File: src/rtl/riscv_pkg.sv
// Shared types for the RVFI trace path: the stored retirement record and default sizing.
package riscv_pkg;

    localparam int TRACE_DEPTH_DEFAULT  = 16;
    localparam int TRACE_DROP_W_DEFAULT = 16;

    typedef struct packed {
        logic [63:0] order;
        logic [31:0] insn;
        logic [31:0] pc_rdata;
        logic [31:0] pc_wdata;
        logic [4:0]  rd_addr;
        logic [31:0] rd_wdata;
        logic [31:0] mem_addr;
        logic [3:0]  mem_wmask;
    } trace_rec_t;

endpackage

File: src/rtl/rvfi_trace_buffer_if.sv
// Bundle between the retirement tracer, the trace buffer and its downstream consumer.
interface rvfi_trace_buffer_if #(
    parameter int DEPTH  = 16,
    parameter int DROP_W = 16
);
    import riscv_pkg::*;

    logic                     rvfi_valid;
    logic [31:0]              rvfi_insn;
    logic [31:0]              rvfi_pc_rdata;
    logic [31:0]              rvfi_pc_wdata;
    logic [4:0]               rvfi_rd_addr;
    logic [31:0]              rvfi_rd_wdata;
    logic [31:0]              rvfi_mem_addr;
    logic [3:0]               rvfi_mem_wmask;
    logic                     trace_ready;
    logic                     trace_valid;
    trace_rec_t               trace_rec;
    logic [$clog2(DEPTH):0]   level;
    logic                     overflow;
    logic [DROP_W-1:0]        dropped;

    modport master (
        output rvfi_valid, rvfi_insn, rvfi_pc_rdata, rvfi_pc_wdata, rvfi_rd_addr,
               rvfi_rd_wdata, rvfi_mem_addr, rvfi_mem_wmask, trace_ready,
        input  trace_valid, trace_rec, level, overflow, dropped
    );

    modport slave (
        input  rvfi_valid, rvfi_insn, rvfi_pc_rdata, rvfi_pc_wdata, rvfi_rd_addr,
               rvfi_rd_wdata, rvfi_mem_addr, rvfi_mem_wmask, trace_ready,
        output trace_valid, trace_rec, level, overflow, dropped
    );

endinterface

File: src/rtl/rvfi_trace_fifo_mem.sv
// Record storage for the trace FIFO: one synchronous write port, one combinational read port.
module rvfi_trace_fifo_mem
    import riscv_pkg::*;
#(
    parameter int DEPTH = TRACE_DEPTH_DEFAULT,
    localparam int AW   = $clog2(DEPTH)
) (
    input  logic          clk,
    input  logic          we,
    input  logic [AW-1:0] waddr,
    input  trace_rec_t    wdata,
    input  logic [AW-1:0] raddr,
    output trace_rec_t    rdata
);

    trace_rec_t mem_q [DEPTH];

    // NOTE: the array has no reset; entry validity is tracked by the level counter alone.
    always_ff @(posedge clk) begin
        if (we) begin
            mem_q[waddr] <= wdata;
        end
    end

    assign rdata = mem_q[raddr];

endmodule

File: src/rtl/rvfi_trace_buffer.sv
// Non-stalling retirement trace FIFO: stamps each RVFI record with an order number and
// drops (and counts) records that arrive while the buffer is full.
module rvfi_trace_buffer
    import riscv_pkg::*;
#(
    parameter int DEPTH  = TRACE_DEPTH_DEFAULT,
    parameter int DROP_W = TRACE_DROP_W_DEFAULT
) (
    input  logic                CLK,
    input  logic                Reset_n,
    rvfi_trace_buffer_if.slave  bus
);

    localparam int AW = $clog2(DEPTH);
    localparam int LW = AW + 1;

    logic [AW-1:0]     wr_ptr_q, wr_ptr_d;
    logic [AW-1:0]     rd_ptr_q, rd_ptr_d;
    logic [LW-1:0]     level_q, level_d;
    logic [63:0]       ord_q, ord_d;
    logic              overflow_q, overflow_d;
    logic [DROP_W-1:0] dropped_q, dropped_d;

    logic       full, empty, pop, do_push, drop;
    trace_rec_t rec_in;
    trace_rec_t rec_head;

    assign full    = (level_q == LW'(DEPTH));
    assign empty   = (level_q == '0);
    assign pop     = !empty && bus.trace_ready;
    // A pop frees the slot this cycle, so a full buffer still accepts a concurrent push.
    assign do_push = bus.rvfi_valid && (!full || pop);
    assign drop    = bus.rvfi_valid && full && !pop;

    always_comb begin
        rec_in           = '0;
        rec_in.order     = ord_q;
        rec_in.insn      = bus.rvfi_insn;
        rec_in.pc_rdata  = bus.rvfi_pc_rdata;
        rec_in.pc_wdata  = bus.rvfi_pc_wdata;
        rec_in.rd_addr   = bus.rvfi_rd_addr;
        rec_in.rd_wdata  = (bus.rvfi_rd_addr == 5'd0) ? 32'd0 : bus.rvfi_rd_wdata;
        rec_in.mem_addr  = bus.rvfi_mem_addr;
        rec_in.mem_wmask = bus.rvfi_mem_wmask;
    end

    always_comb begin
        // NOTE: each _d starts from its hold value so no path through this block infers a latch.
        wr_ptr_d   = wr_ptr_q;
        rd_ptr_d   = rd_ptr_q;
        level_d    = level_q;
        ord_d      = ord_q;
        overflow_d = overflow_q;
        dropped_d  = dropped_q;

        if (do_push) begin
            wr_ptr_d = wr_ptr_q + AW'(1);
        end
        if (pop) begin
            rd_ptr_d = rd_ptr_q + AW'(1);
        end
        if (do_push && !pop) begin
            level_d = level_q + LW'(1);
        end else if (!do_push && pop) begin
            level_d = level_q - LW'(1);
        end

        // Order advances on every retirement, stored or not, so drops show up as gaps.
        if (bus.rvfi_valid) begin
            ord_d = ord_q + 64'd1;
        end
        if (drop) begin
            overflow_d = 1'b1;
            if (dropped_q != '1) begin
                dropped_d = dropped_q + DROP_W'(1);
            end
        end
    end

    // NOTE: sequential state uses non-blocking assignment so every flop samples pre-edge values.
    always_ff @(posedge CLK or negedge Reset_n) begin
        if (!Reset_n) begin
            wr_ptr_q   <= '0;
            rd_ptr_q   <= '0;
            level_q    <= '0;
            ord_q      <= '0;
            overflow_q <= 1'b0;
            dropped_q  <= '0;
        end else begin
            wr_ptr_q   <= wr_ptr_d;
            rd_ptr_q   <= rd_ptr_d;
            level_q    <= level_d;
            ord_q      <= ord_d;
            overflow_q <= overflow_d;
            dropped_q  <= dropped_d;
        end
    end

    rvfi_trace_fifo_mem #(
        .DEPTH (DEPTH)
    ) u_mem (
        .clk   (CLK),
        .we    (do_push),
        .waddr (wr_ptr_q),
        .wdata (rec_in),
        .raddr (rd_ptr_q),
        .rdata (rec_head)
    );

    assign bus.trace_valid = !empty;
    assign bus.trace_rec   = rec_head;
    assign bus.level       = level_q;
    assign bus.overflow    = overflow_q;
    assign bus.dropped     = dropped_q;

endmodule

File: src/flat_wrapper.sv
// flat-port wrapper written by rule: the top's interface ports become plain ports
module rvfi_trace_buffer_flat import riscv_pkg::*;
#(
    parameter int DEPTH  = TRACE_DEPTH_DEFAULT,
    parameter int DROP_W = TRACE_DROP_W_DEFAULT
)
  (CLK, Reset_n, bus_rvfi_valid, bus_rvfi_insn, bus_rvfi_pc_rdata, bus_rvfi_pc_wdata, bus_rvfi_rd_addr, bus_rvfi_rd_wdata, bus_rvfi_mem_addr, bus_rvfi_mem_wmask, bus_trace_ready, bus_trace_valid, bus_trace_rec, bus_level, bus_overflow, bus_dropped);
  rvfi_trace_buffer_if #(.DEPTH(DEPTH), .DROP_W(DROP_W)) bus_i ();
  input  logic CLK;
  input  logic Reset_n;
  input wire logic [$bits(bus_i.rvfi_valid)-1:0] bus_rvfi_valid;
  input wire logic [$bits(bus_i.rvfi_insn)-1:0] bus_rvfi_insn;
  input wire logic [$bits(bus_i.rvfi_pc_rdata)-1:0] bus_rvfi_pc_rdata;
  input wire logic [$bits(bus_i.rvfi_pc_wdata)-1:0] bus_rvfi_pc_wdata;
  input wire logic [$bits(bus_i.rvfi_rd_addr)-1:0] bus_rvfi_rd_addr;
  input wire logic [$bits(bus_i.rvfi_rd_wdata)-1:0] bus_rvfi_rd_wdata;
  input wire logic [$bits(bus_i.rvfi_mem_addr)-1:0] bus_rvfi_mem_addr;
  input wire logic [$bits(bus_i.rvfi_mem_wmask)-1:0] bus_rvfi_mem_wmask;
  input wire logic [$bits(bus_i.trace_ready)-1:0] bus_trace_ready;
  output wire logic [$bits(bus_i.trace_valid)-1:0] bus_trace_valid;
  output wire logic [$bits(bus_i.trace_rec)-1:0] bus_trace_rec;
  output wire logic [$bits(bus_i.level)-1:0] bus_level;
  output wire logic [$bits(bus_i.overflow)-1:0] bus_overflow;
  output wire logic [$bits(bus_i.dropped)-1:0] bus_dropped;
  assign bus_i.rvfi_valid = bus_rvfi_valid;
  assign bus_i.rvfi_insn = bus_rvfi_insn;
  assign bus_i.rvfi_pc_rdata = bus_rvfi_pc_rdata;
  assign bus_i.rvfi_pc_wdata = bus_rvfi_pc_wdata;
  assign bus_i.rvfi_rd_addr = bus_rvfi_rd_addr;
  assign bus_i.rvfi_rd_wdata = bus_rvfi_rd_wdata;
  assign bus_i.rvfi_mem_addr = bus_rvfi_mem_addr;
  assign bus_i.rvfi_mem_wmask = bus_rvfi_mem_wmask;
  assign bus_i.trace_ready = bus_trace_ready;
  assign bus_trace_valid = bus_i.trace_valid;
  assign bus_trace_rec = bus_i.trace_rec;
  assign bus_level = bus_i.level;
  assign bus_overflow = bus_i.overflow;
  assign bus_dropped = bus_i.dropped;
  rvfi_trace_buffer #(.DEPTH(DEPTH), .DROP_W(DROP_W)) u_core (.CLK(CLK), .Reset_n(Reset_n), .bus(bus_i));
endmodule
File: config.mk
export PLATFORM = sky130hd
export DESIGN_NAME = rvfi_trace_buffer_flat
export DESIGN_NICKNAME = d
export VERILOG_FILES = /design/src/rtl/riscv_pkg.sv /design/src/rtl/rvfi_trace_buffer_if.sv /design/src/rtl/rvfi_trace_fifo_mem.sv /design/src/rtl/rvfi_trace_buffer.sv /design/src/flat_wrapper.sv
export SDC_FILE = /design/constraint.sdc
export NUM_CORES = 2
export LEC_CHECK = 0
export BUFFER_PORTS_ARGS = -buffer_cell sky130_fd_sc_hd__buf_4
export CELL_PAD_IN_SITES_DETAIL_PLACEMENT = 1
export CELL_PAD_IN_SITES_GLOBAL_PLACEMENT = 1
export CORE_MARGIN = 4
export CORE_UTILIZATION = 50
export DETAILED_ROUTE_END_ITERATION = 7
export MAX_ROUTING_LAYER = met4
export PLACE_DENSITY_LB_ADDON = 0.08
export SYNTH_ARGS = -nofsm -noshare
export SYNTH_HDL_FRONTEND = slang
export SYNTH_SLANG_ARGS = --single-unit
File: constraint.sdc
create_clock -name CLK -period 20.4 [get_ports CLK]
set_input_delay 1.02 -clock CLK [delete_from_list [all_inputs] [get_ports CLK]]
set_output_delay 1.02 -clock CLK [all_outputs]
set_load 0.005 [all_outputs]
Word level (Yosys, flattened, before mapping)
Memory sizes are Yosys's and may differ from the RTL's.
Cells that the tools add are included.
Widths: inputs -> output; s select.
- add/subtract/negate cells: 6
- $mul: 0
- div/mod/pow operators: 0
- $lt $le $gt $ge: 0
- equality and inequality tests: 2
- shift-type cells: 0
- mux-type cells: 5
- bitwise operators: 0
- reductions and logical operators: 15
- operators by type and width (operator ; number):
    $add 64x1->64 const B ; 1
    $mux 32 ; 1
    $add 16x1->16 const B ; 1
    $ne 16x16->1 const B ; 1
    $logic_not 5->1 ; 2
    $mux 5 ; 2
    $add 4x1->4 const B ; 2
    $logic_and 1x1->1 ; 6
    $add 5x1->5 const B ; 1
    $eq 5x5->1 const B ; 1
    $sub 5x1->5 const B ; 1
    $logic_not 1->1 ; 4
    $mux 1 ; 2
    $reduce_and 2->1 ; 1
    $reduce_bool 2->1 ; 1
    $logic_or 1x1->1 ; 1
- bits in registers: 94
- latch bits: 0
- memory bits (writable): 3728
- ROM bits: 0
- output and inout port bits: 256
- logic and storage cells: 35
- memories kept: 1
- memories (memory ; words ; bits a word ; rd ports ; clocked after memory_dff ; write ports ; RTL line ; source):
    u_core.u_mem.mem_q ; 16 ; 233 ; 1 ; 0 ; 1 ; rvfi_trace_fifo_mem.sv:16 ; trace_rec_t mem_q [DEPTH];

Depth between registers and ports, before layout
- depth in word-level cells: 9
- depth in mapped cells: 12

Hierarchy
From an unflattened synthesis, not the netlist that was laid out.
- cells, all modules: 6311
- area, all modules: 144780.1 µm²
- modules (own cells, without submodules) (module ; instances ; cells each ; area each (µm²)):
    rvfi_trace_fifo_mem ; 1 ; 5866 ; 139991.8
    rvfi_trace_buffer ; 1 ; 445 ; 4788.3

Least setup slack after synthesis
OpenSTA, ideal clock, no wires.
- path kind: input -> register
- from: input bus_trace_ready
- to: memory u_core.u_mem.mem_q[0][0] in the netlist's numbering (enable)
- setup time: 0.622 ns
- data arrival time: 6.972 ns
- data required time: 19.778 ns
- slack: 12.806 ns
- stages on the path: 5
- cells stage by stage: nand2b_1 or2_1 nand2_1 nor3_1 and2_1
- word-level cells in the longest chain between the ends: 5
- ends and longest elaborated chain (item ; RTL line ; source):
    start: declaration ; flat_wrapper.sv:19 ; input wire logic [$bits(bus_i.trace_ready)-1:0] bus_trace_ready;
    $logic_and 1x1->1 ; rvfi_trace_buffer.sv:30 ; assign pop = !empty && bus.trace_ready;
    $logic_or 1x1->1 ; rvfi_trace_buffer.sv:32 ; assign do_push = bus.rvfi_valid && (!full || pop);
    $logic_and 1x1->1 ; rvfi_trace_buffer.sv:32 ;
    $mux 1 ; rvfi_trace_fifo_mem.sv:20 ; if (we) begin
    $mux 1 (not written as such) ; rvfi_trace_fifo_mem.sv:21 ; mem_q[waddr] <= wdata;
    end: declaration ; rvfi_trace_fifo_mem.sv:16 ;
Every way passes these cells.

Worst setup path in the final report
- from: register u_core.rd_ptr_q[0]
- to: output bus_trace_rec[88]
- word-level cells in the longest chain between the ends: 1
- ends and longest elaborated chain (item ; RTL line ; source):
    start: declaration ; rvfi_trace_buffer.sv:18 ; logic [AW-1:0] rd_ptr_q, rd_ptr_d;
    start signal: assignment ; rvfi_trace_buffer.sv:91 ; rd_ptr_q <= rd_ptr_d;
    $mem_v2 16x233 ; n/a ;
    end: declaration ; flat_wrapper.sv:21 ; output wire logic [$bits(bus_i.trace_rec)-1:0] bus_trace_rec;
Every way passes these cells.

==> flow_summary.json <==
{
  "min_from": "bus_rvfi_mem_addr[2]",
  "syn-num-nets": 5824,
  "maxCapViolCount": 0,
  "cts_tree": "built",
  "wirelength_um": 345900,
  "yosys-top-cells-area": "edfxtp_1 (78%), mux4_2 (18%), dfrtp_1 (1.6%)",
  "finalSetupViolCount": 0,
  "synth_area_mm2": 0.1444,
  "grt_pass1_wl_um": 503600,
  "first_pass_iters": 8,
  "min_period_ps": 8322,
  "clockBufferDepth": 4,
  "rrSetupSlack_ps": 15600,
  "hold_viol_final": 0,
  "holdPathStages": 1,
  "die_h_um": 545.4,
  "synth_area_per_cell_um2": 25.61,
  "clk_pin_slew_ps": 70,
  "synthToLayoutAreaGrowth_pct": 14.23,
  "seq_area_frac_synth_pct": 79.15,
  "cts_sinks": 3822,
  "ios": 429,
  "relSlewSlack_pct": 19.36,
  "die_area_mm2": 0.2975,
  "timing.setup.tns_ps": 0,
  "endpoint_kind": "primary output",
  "grt_use_total_pct": 24.02,
  "cts_setup_buffers": 0,
  "ant_nets": 0,
  "finClkSkew_ps": 34.72,
  "cp.arrival_ps": 7300,
  "rr_worst_depth": 8,
  "worst_setup_path_start_kind": "flop",
  "hpwlAfterDp_um": 173300,
  "drc": 0,
  "portBuffers": 428,
  "finalNetCount": 6500,
  "reg2reg_to": "u_core.u_mem.mem_q[11][36]$_DFFE_PP_",
  "slew_violations": 0,
  "min_path_type": "input port to flop",
  "netlist_instances": 5639,
  "rsz0062_at_grt": "false",
  "synth_top_flop_cell": "edfxtp_1",
  "met1_usage_pct": 34.34,
  "grt_max_degree": 137,
  "max_freq_mhz": 120.2,
  "tightest_slew_ps": 1210,
  "use_met3_pct": 3.951,
  "wl_per_cell_um": 33.14,
  "antenna_found_initial": 32,
  "critical_path_required_ps": 19380,
  "yosys.area.top_type": "edfxtp_1",
  "numCtsBuffers": 393,
  "core_mm2": 0.2879,
  "synth.distinct_cells": 45,
  "vdd_drop_max_mv": 0.1084,
  "htreeDepth": 5,
  "gp_congestion": 0.7295,
  "drive_above_1_share_pct": 34.61,
  "crit_type": "flop to primary output",
  "overflow": 0,
  "hold_ws_ps": 392.8,
  "clkLatencyLatePin_ps": 910,
  "start_util_pct": 50.16,
  "synth-seq-cells": 3822,
  "synth_edf_count": 3728,
  "vias": 63980,
  "grt_pass1_vias": 69450,
  "grtUsageMet2_pct": 36.74,
  "leakage_nw": 53.29,
  "cts_root_buf": "clkbuf_16",
  "grt.busiest_layer": "met2",
  "row_count": 197,
  "die_w_um": 545.4,
  "drt_iter0_markers": 6420,
  "period_share_pct": 40.79,
  "power_density_mw_per_mm2": 139.5,
  "hold_path_end": "u_core.u_mem.mem_q[9][6]$_DFFE_PP_",
  "via_per_inst": 6.129,
  "synth_top_area_share_pct": 77.52,
  "timing.rr.start": "u_core.bus.level[0]$_DFFE_PN0P_",
  "crit_path_max_fanout": 49,
  "synthArstFlopShare_pct": 2.459,
  "synth_warnings": 0,
  "status": "complete, no violations"
}
## cells by family after synthesis
kind of cell	Yosys count	share of synthesized area, %
adder cells (fa/ha/maj)	12	0.1092
AND/OR/NAND/NOR	253	0.9981
flip-flops	3822	79.15
AO/OA/AOI/OAI	15	0.06671
XOR/XNOR	85	0.5155
buffers and inverters	282	0.9548
multiplexers	1170	18.21
## synth_stat cells, types with 3 or more instances
cell type / number
buf_2: 76
nor2_1: 35
nor4_2: 4
nor4_1: 9
and3_1: 19
ha_1: 11
xor2_1: 39
inv_1: 12
buf_6: 29
nand2_1: 46
mux4_2: 1165
edfxtp_1: 3728
nand4_1: 25
nor3_1: 15
nand3_1: 33
xnor2_1: 46
dfrtp_1: 94
a31oi_1: 3
and2_1: 9
clkbuf_1: 144
nand4_2: 3
buf_1: 18
nor2b_1: 33
a21oi_1: 3
o21ai_0: 4
and4_1: 12
## critical path, cell delays in order (launching register included)
cell	delay (ps)
dfrtp_4	930
buf_4	770
buf_4	910
buf_4	780
buf_4	750
buf_4	740
mux4_2	600
mux4_2	510
buf_4	160
## cells in the final DEF (no fill, tap or decap), drive strengths merged, types with 14 or more instances in the layout
cell,instances
xnor2,46
inv,23
clkinv,159
clkbuf,497
diode,24
dfrtp,94
nand2,46
xor2,39
nor2,35
nand4,29
bufinv,41
edfxtp,3728
nand3,33
nor2b,33
nor3,16
mux4,1165
nor4,14
buf,549
and3,19
## layer usage
layer | vias up | part of all wire [%]
met5 | - | 0
met2 | 1975 | 49
li1 | 25970 | -
met4 | 0 | 2.4
met1 | 35570 | 43
met3 | 469 | 5.9
## worst max-delay path by stage
stage                                   startpoint                                  to  slack [ps]  cells past startpoint
floorplan                          bus_trace_ready  u_core.u_mem.mem_q[0][0]$_DFFE_PP_       12810                      5
global placement    u_core.rd_ptr_q[0]$_DFFE_PN0N_                   bus_trace_rec[99]       12700                      8
detailed placement  u_core.rd_ptr_q[0]$_DFFE_PN0N_                   bus_trace_rec[88]       12740                      8
CTS                 u_core.rd_ptr_q[0]$_DFFE_PN0N_                   bus_trace_rec[88]       11720                      8
global route        u_core.rd_ptr_q[0]$_DFFE_PN0N_                   bus_trace_rec[88]       11280                      8
finish              u_core.rd_ptr_q[0]$_DFFE_PN0N_                   bus_trace_rec[88]       12080                      8
## where the power goes
| part | internal (mW) | switching [mW] | leakage (nW) |
|---|---|---|---|
| clock | 4.15 | 2.93 | 6.20 |
| sequential | 9.37 | 0.256 | 35.9 |
| combinational | 3.07 | 3.24 | 11.2 |
| total | 16.6 | 6.42 | 53.3 |
## per-stage QoR
step / worst slack (ps) / power (mW) / cells / utilization (%) / area (um2)
after CTS: 11720 / 23.37 / 10420 / 57.28 / 164900
final: 12080 / 23.01 / 10440 / 57.30 / 165000
after detailed placement: 12740 / 16.27 / 9700 / 52.88 / 152200
after global placement: 12700 / 16.21 / 9700 / 52.88 / 152200
after global routing: 11280 / 23.99 / 10440 / 57.29 / 164900
after floorplan: 12810 / 13.83 / 5639 / - / 144400
## cell type report
type	instances	area, um2
Antenna cell	24	60.06
Sequential cell	3822	114300
Timing Repair Buffer	550	4344
Clock buffer	497	10500
Tap cell	3781	4731
Multi-Input combinational cell	1535	28800
Inverter	13	48.80
Clock inverter	217	2161
Fill cell	23300	122900
## repair_timing
item,in CTS,in global routing
hold buffers,1,0
resized for setup,0,0
hold endpoints to repair,28,0
## registers in the layout, summed over array words and instances, names as in the netlist
register,flops
u_core.u_mem.mem_q,3728
u_core.ord_q,64
u_core.bus.dropped,16
u_core.bus.level,5
u_core.rd_ptr_q,4
u_core.wr_ptr_q,4
u_core.bus.overflow,1
Power figures use the tool's default switching activity.
